**src/rtl/ram_24x8_loader_if.sv**
```systemverilog
// Bus bundle for ram_24x8_loader: burst-load handshake, status flags and the ROM-style read port.
// state_dbg mirrors the loader FSM state (0=IDLE, 1=LOAD, 2=DONE) for observation.
interface ram_24x8_loader_if #(
    parameter int DATA_W = 8,
    parameter int ADDR_W = 5
);
    logic              start;
    logic [ADDR_W-1:0] base_addr;
    logic [ADDR_W-1:0] length;
    logic              wr_valid;
    logic [DATA_W-1:0] wr_data;
    logic              wr_ready;
    logic              busy;
    logic              done;
    logic              err;
    logic              cs;
    logic              read_en;
    logic [ADDR_W-1:0] addrb;
    logic [DATA_W-1:0] datab;
    logic [1:0]        state_dbg;

    modport master (
        output start, base_addr, length, wr_valid, wr_data, cs, read_en, addrb,
        input  wr_ready, busy, done, err, datab, state_dbg
    );

    modport slave (
        input  start, base_addr, length, wr_valid, wr_data, cs, read_en, addrb,
        output wr_ready, busy, done, err, datab, state_dbg
    );
endinterface

```
**src/rtl/ram_24x8_loader.sv**
```systemverilog
// 24x8 RAM (three 8x8 banks) with a sequential burst loader and a ROM-compatible read port.
// Optional macro LOADER_READBACK_LOCK_EN: forces datab to 0 while the loader is busy.
module ram_24x8_loader #(
    parameter int DATA_W     = 8,
    parameter int BANK_DEPTH = 8,
    parameter int NUM_BANKS  = 3,
    parameter int ADDR_W     = 5
) (
    input  logic                 clk,
    input  logic                 rst,
    ram_24x8_loader_if.slave     bus
);
    localparam int DEPTH = NUM_BANKS * BANK_DEPTH;
    localparam int OFF_W = $clog2(BANK_DEPTH);
    localparam logic [ADDR_W-1:0] LAST_ADDR = ADDR_W'(DEPTH - 1);
    localparam logic [ADDR_W-1:0] MAX_LEN   = ADDR_W'(DEPTH);

    typedef enum logic [1:0] {
        S_IDLE = 2'd0,
        S_LOAD = 2'd1,
        S_DONE = 2'd2
    } state_e;

    state_e            state_q, state_d;
    logic [ADDR_W-1:0] ptr_q, ptr_d;
    logic [ADDR_W-1:0] cnt_q, cnt_d;
    logic              err_q, err_d;
    logic [DATA_W-1:0] mem_q [NUM_BANKS][BANK_DEPTH];
    logic [DATA_W-1:0] mem_d [NUM_BANKS][BANK_DEPTH];
    logic              xfer;
    logic              bad_req;
    logic [DATA_W-1:0] rd_data;

    // Handshake: a byte is taken on a rising edge where wr_valid && wr_ready;
    // wr_ready depends only on state, so the writer may hold wr_valid as long as it likes.
    assign xfer    = (state_q == S_LOAD) && bus.wr_valid;
    assign bad_req = (bus.base_addr > LAST_ADDR) || (bus.length == '0) || (bus.length > MAX_LEN);

    always_comb begin
        state_d = state_q;
        ptr_d   = ptr_q;
        cnt_d   = cnt_q;
        err_d   = err_q;
        mem_d   = mem_q;
        case (state_q)
            S_IDLE: begin
                if (bus.start) begin
                    if (bad_req) begin
                        err_d   = 1'b1;
                        state_d = S_DONE;
                    end else begin
                        ptr_d   = bus.base_addr;
                        cnt_d   = bus.length;
                        err_d   = 1'b0;
                        state_d = S_LOAD;
                    end
                end
            end
            S_LOAD: begin
                if (xfer) begin
                    // ptr never exceeds LAST_ADDR, so the bank index stays inside the array
                    mem_d[ptr_q[ADDR_W-1:OFF_W]][ptr_q[OFF_W-1:0]] = bus.wr_data;
                    cnt_d = cnt_q - 1'b1;
                    ptr_d = (ptr_q == LAST_ADDR) ? '0 : ptr_q + 1'b1;
                    if (cnt_q == ADDR_W'(1)) begin
                        state_d = S_DONE;
                    end
                end
            end
            S_DONE: begin
                state_d = S_IDLE;
            end
            default: begin
                state_d = S_IDLE;
            end
        endcase
    end

    always_ff @(posedge clk) begin
        if (rst) begin
            state_q <= S_IDLE;
            ptr_q   <= '0;
            cnt_q   <= '0;
            err_q   <= 1'b0;
            for (int b = 0; b < NUM_BANKS; b++) begin
                for (int o = 0; o < BANK_DEPTH; o++) begin
                    mem_q[b][o] <= '0;
                end
            end
        end else begin
            state_q <= state_d;
            ptr_q   <= ptr_d;
            cnt_q   <= cnt_d;
            err_q   <= err_d;
            mem_q   <= mem_d;
        end
    end

    // Asynchronous read: a same-cycle write shows up only after the edge
    always_comb begin
        rd_data = '0;
        if (bus.cs && bus.read_en && (bus.addrb <= LAST_ADDR)) begin
            rd_data = mem_q[bus.addrb[ADDR_W-1:OFF_W]][bus.addrb[OFF_W-1:0]];
        end
    end

    assign bus.wr_ready  = (state_q == S_LOAD);
    assign bus.busy      = (state_q == S_LOAD) || (state_q == S_DONE);
    assign bus.done      = (state_q == S_DONE);
    assign bus.err       = err_q;
    assign bus.state_dbg = state_q;

`ifdef LOADER_READBACK_LOCK_EN
    assign bus.datab = bus.busy ? '0 : rd_data;
`else
    assign bus.datab = rd_data;
`endif

endmodule
```
**src/flat_wrapper.sv**
```systemverilog
// flat-port wrapper written by rule: the top's interface ports become plain ports
module ram_24x8_loader_flat 
#(
    parameter int DATA_W     = 8,
    parameter int BANK_DEPTH = 8,
    parameter int NUM_BANKS  = 3,
    parameter int ADDR_W     = 5
)
  (clk, rst, bus_start, bus_base_addr, bus_length, bus_wr_valid, bus_wr_data, bus_cs, bus_read_en, bus_addrb, bus_wr_ready, bus_busy, bus_done, bus_err, bus_datab, bus_state_dbg);
  ram_24x8_loader_if #(.DATA_W(DATA_W), .ADDR_W(ADDR_W)) bus_i ();
  input  logic clk;
  input  logic rst;
  input wire logic [$bits(bus_i.start)-1:0] bus_start;
  input wire logic [$bits(bus_i.base_addr)-1:0] bus_base_addr;
  input wire logic [$bits(bus_i.length)-1:0] bus_length;
  input wire logic [$bits(bus_i.wr_valid)-1:0] bus_wr_valid;
  input wire logic [$bits(bus_i.wr_data)-1:0] bus_wr_data;
  input wire logic [$bits(bus_i.cs)-1:0] bus_cs;
  input wire logic [$bits(bus_i.read_en)-1:0] bus_read_en;
  input wire logic [$bits(bus_i.addrb)-1:0] bus_addrb;
  output wire logic [$bits(bus_i.wr_ready)-1:0] bus_wr_ready;
  output wire logic [$bits(bus_i.busy)-1:0] bus_busy;
  output wire logic [$bits(bus_i.done)-1:0] bus_done;
  output wire logic [$bits(bus_i.err)-1:0] bus_err;
  output wire logic [$bits(bus_i.datab)-1:0] bus_datab;
  output wire logic [$bits(bus_i.state_dbg)-1:0] bus_state_dbg;
  assign bus_i.start = bus_start;
  assign bus_i.base_addr = bus_base_addr;
  assign bus_i.length = bus_length;
  assign bus_i.wr_valid = bus_wr_valid;
  assign bus_i.wr_data = bus_wr_data;
  assign bus_i.cs = bus_cs;
  assign bus_i.read_en = bus_read_en;
  assign bus_i.addrb = bus_addrb;
  assign bus_wr_ready = bus_i.wr_ready;
  assign bus_busy = bus_i.busy;
  assign bus_done = bus_i.done;
  assign bus_err = bus_i.err;
  assign bus_datab = bus_i.datab;
  assign bus_state_dbg = bus_i.state_dbg;
  ram_24x8_loader #(.DATA_W(DATA_W), .BANK_DEPTH(BANK_DEPTH), .NUM_BANKS(NUM_BANKS), .ADDR_W(ADDR_W)) u_core (.clk(clk), .rst(rst), .bus(bus_i));
endmodule
```
**config.mk**
```make
export PLATFORM = sky130hd
export DESIGN_NAME = ram_24x8_loader_flat
export DESIGN_NICKNAME = d
export VERILOG_FILES = /design/src/rtl/ram_24x8_loader_if.sv /design/src/rtl/ram_24x8_loader.sv /design/src/flat_wrapper.sv
export SDC_FILE = /design/constraint.sdc
export NUM_CORES = 1
export LEC_CHECK = 0
export ABC_AREA = 1
export CORE_MARGIN = 2
export CORE_UTILIZATION = 50
export CTS_CLUSTER_SIZE = 12
export DETAILED_ROUTE_END_ITERATION = 8
export PLACE_DENSITY = 0.69
export SLEW_MARGIN = 20
export SYNTH_ARGS = -nofsm -noshare
export SYNTH_HDL_FRONTEND = slang
export SYNTH_SLANG_ARGS = --single-unit
export TNS_END_PERCENT = 5
```
**constraint.sdc**
```tcl
create_clock -name clk -period 1.75 [get_ports clk]
set_input_delay 0.35 -clock clk [delete_from_list [all_inputs] [get_ports clk]]
set_output_delay 0.35 -clock clk [all_outputs]
set_load 0.1 [all_outputs]
```
==> qor.yml <==
timing:
  layout_min_cycle_time_ps: 2170
  fmax_mhz: 461
  worst_pin_slew_ps: 376
  min_period_over_period_pct: 124
  hold_violations: 0
  grt_setup_unrepaired: "true"
  finalSetupViolCount: 9
  finalWorstSetupSlack_ps: -418
  relSlewSlack_pct: 74.9
  slew_violations: 0
  final.setup_skew_ps: 9.76
  final.setup.tns_ps: -3290
global_routing:
  grt_pass1_wl_um: 47800
  overflow: 0
  antenna_found_initial: 0
  grt_pass1_vias: 9002
  grt_use_total_pct: 30.1
  grt_max_degree: 63
synth:
  syn_inst: 1393
  synthAdderAreaFrac_pct: 0.799
  synth-async-reset-ratio_pct: 0
  synth_most_common_cell: "nand2_1"
  synthMuxAreaShare_pct: 0
  yosys.area_share.simple_pct: 20.8
  netlist_top_cells_count: "286 x nand2_1, 237 x o21ai_0, 221 x a21oi_1"
  yosys-top-cells-area: "dfxtp_1 44%, o21ai_0 13%, a21oi_1 12%"
  ys.flop_type: "dfxtp_1"
  synth_xor_area_share_pct: 0.0932
  ys_ff_latch: 205
  yosysWarningCount: 0
  ys_seq_area_share_pct: 43.7
  netlist_area_um2: 9400
  synthDominantCellAreaShare_pct: 43.7
  syn_area_per_cell_um2: 6.74
  synth_edf_count: 0
  synth_compound_area_share_pct: 24.6
  synth_top_family_by_area: "compound AO/OA/AOI/OAI gates"
  synth_nets: 1428
  synth_cell_types: 20
  synth_top_area_cell: "dfxtp_1"
detailed_routing:
  drtAntennaViolNets: 0
  vias: 9655
  wl_per_cell_um: 17.8
  avgViaCountPerCell: 5.60
  drt_wl_total_um: 30700
  initialDrtViolationCount: 1070
  drcViolationCount: 0
  drtPass1Iterations: 5
cells_and_area:
  filler_cell_count: 1625
  drive_gt1_share_pct: 17.5
  multi_input_area_um2: 4650
  diodes: 0
  nets: 1510
  fin_util_pct: 65.5
  stdcell_count: 1724
  syn_to_final_growth_pct: 29.6
  seq_area_um2: 4120
floorplanning:
  ioPinCount: 43
  die_w_um: 141
  row_count: 50
  die_h_um: 141
  dieArea_um2: 19900
  core_area_um2: 18600
  start_util_pct: 50.6
clocking:
  clock_latency_ps: 510
  cts_tree: "built"
  cts_hold_buf: 0
  htree_levels: 1
  root_buffer: "clkbuf_16"
  cts_buffers: 23
  cts_sinks: 205
  cts_buffer_depth: 3
  path_clk_slew_ps: 60
flow_run:
  drv_cap: 0
pwr:
  power.leakage_nw: 5.09
  power_per_cell_area_nw_per_um2: 1040
  ir_drop_mv: 1.39
  total_power_mw: 12.6
placed_design:
  portBuffers: 42
  dpl.hpwl_um: 19900
  place_inst: 1670
  globalplace.congestion: 0.936
worst_setup_path:
  startpoint_type: "primary input"
  crit_required_ps: 1400
  reg2reg_depth: 10
  cp-end-kind: "primary output"
  arrival_ps: 1820
  r2r-start: "u_core.bus.state_dbg[1]"
  rrSetupSlack_ps: 100
  path_class: "in2out"
  r2r-end: "u_core.mem_q[30]"
  path_max_fanout: 5
worst_hold_path:
  holdCritPathClass: "reg2reg"
  hold_start: "u_core.mem_q[140]"
  hold-path-endpoint: "u_core.mem_q[140]"
  hold_depth: 2
run_status:
  status: "finished, violations left"
  violations: "negative setup slack"
[critical path: stages]
cell and delay [ps]:
buf_8 80, clkinvlp_4 220, clkbuf_16 240, buf_6 150
nand2_2 100, nand2_1 70, inv_1 70, nand2_1 50
nand3_1 100, nand2_2 80, nor2_4 140, buf_12 180
[timing repair]
| action | 4_1_cts | 5_1_grt |
|---|---|---|
| pin swaps | 9 | 33 |
| gates cloned | 1 | 3 |
| setup endpoints to repair | 10 | 33 |
| buffers inserted | 3 | 7 |
| gates resized for setup | 48 | 62 |
[sequential cells by signal, summed over array words and instances, names as in the netlist]
| signal | cells |
|---|---|
| u_core.bus.err | 1 |
| u_core.bus.state_dbg | 2 |
| u_core.cnt_q | 5 |
| u_core.mem_q | 192 |
| u_core.ptr_q | 5 |
[worst max-delay path by stage]
| stage | startpoint | endpoint | cells past startpoint |
|---|---|---|---|
| floorplan | u_core.bus.state_dbg[0] | u_core.mem_q[141] | 9 |
| global placement | bus_addrb[3] | bus_datab[3] | 12 |
| detailed placement | bus_addrb[3] | bus_datab[4] | 11 |
| CTS | u_core.mem_q[66] | bus_datab[2] | 9 |
| global route | bus_addrb[0] | bus_datab[3] | 12 |
| finish | bus_addrb[0] | bus_datab[0] | 12 |
[power breakdown]
part	internal, mW	leakage, nW	switching (mW)
logic	1.05	3.06	1.76
clock network	2.93	0.365	1.92
registers	4.84	1.66	0.135
[logic make-up after synthesis]
kind of cell,after synthesis
AOI/OAI and AO/OA,460
xor gates and xnor gates,1
adders and majority gates,6
buffers and inverters,240
DFF,205
and+or+nand+nor,481
[layout make-up]
type                       instances  area share, %
clock inverter                     4          0.606
inverter                         144           4.54
sequential                       205           33.8
clock buffer                      36           5.54
tap                              234           2.40
timing repair buffer             153           14.9
multi-input combinational        948           38.2
[layer usage]
layer | wire (um) | part of all wire, % | track usage (%)
met5 | 0 | 0 | 0
met4 | 1220 | 4.0 | 10.6
met3 | 2580 | 8.4 | 5.67
met2 | 13800 | 45 | 48.2
met1 | 13100 | 43 | 40.6
[placed cells by master, fill, tap and decap left out, drive strengths merged, types with 8 or more instances in the layout]
| master | n |
|---|---|
| clkdlybuf4s50 | 24 |
| nand2 | 286 |
| dfxtp | 205 |
| nor2 | 102 |
| o21ai | 237 |
| buf | 125 |
| or2 | 8 |
| a21oi | 221 |
| clkbuf | 39 |
| nand3 | 77 |
| inv | 139 |
[through the flow]
step | hold slack [ps] | worst slack [ps] | cell area [um2]
floorplan | 413 | -204 | 9550
global placement | 437 | -795 | 11000
detailed placement | 438 | -802 | 11000
CTS | 451 | -367 | 11900
global route | 473 | -477 | 12200
finish | 452 | -418 | 12200
Note: power is estimated with default switching activity, not from simulation.
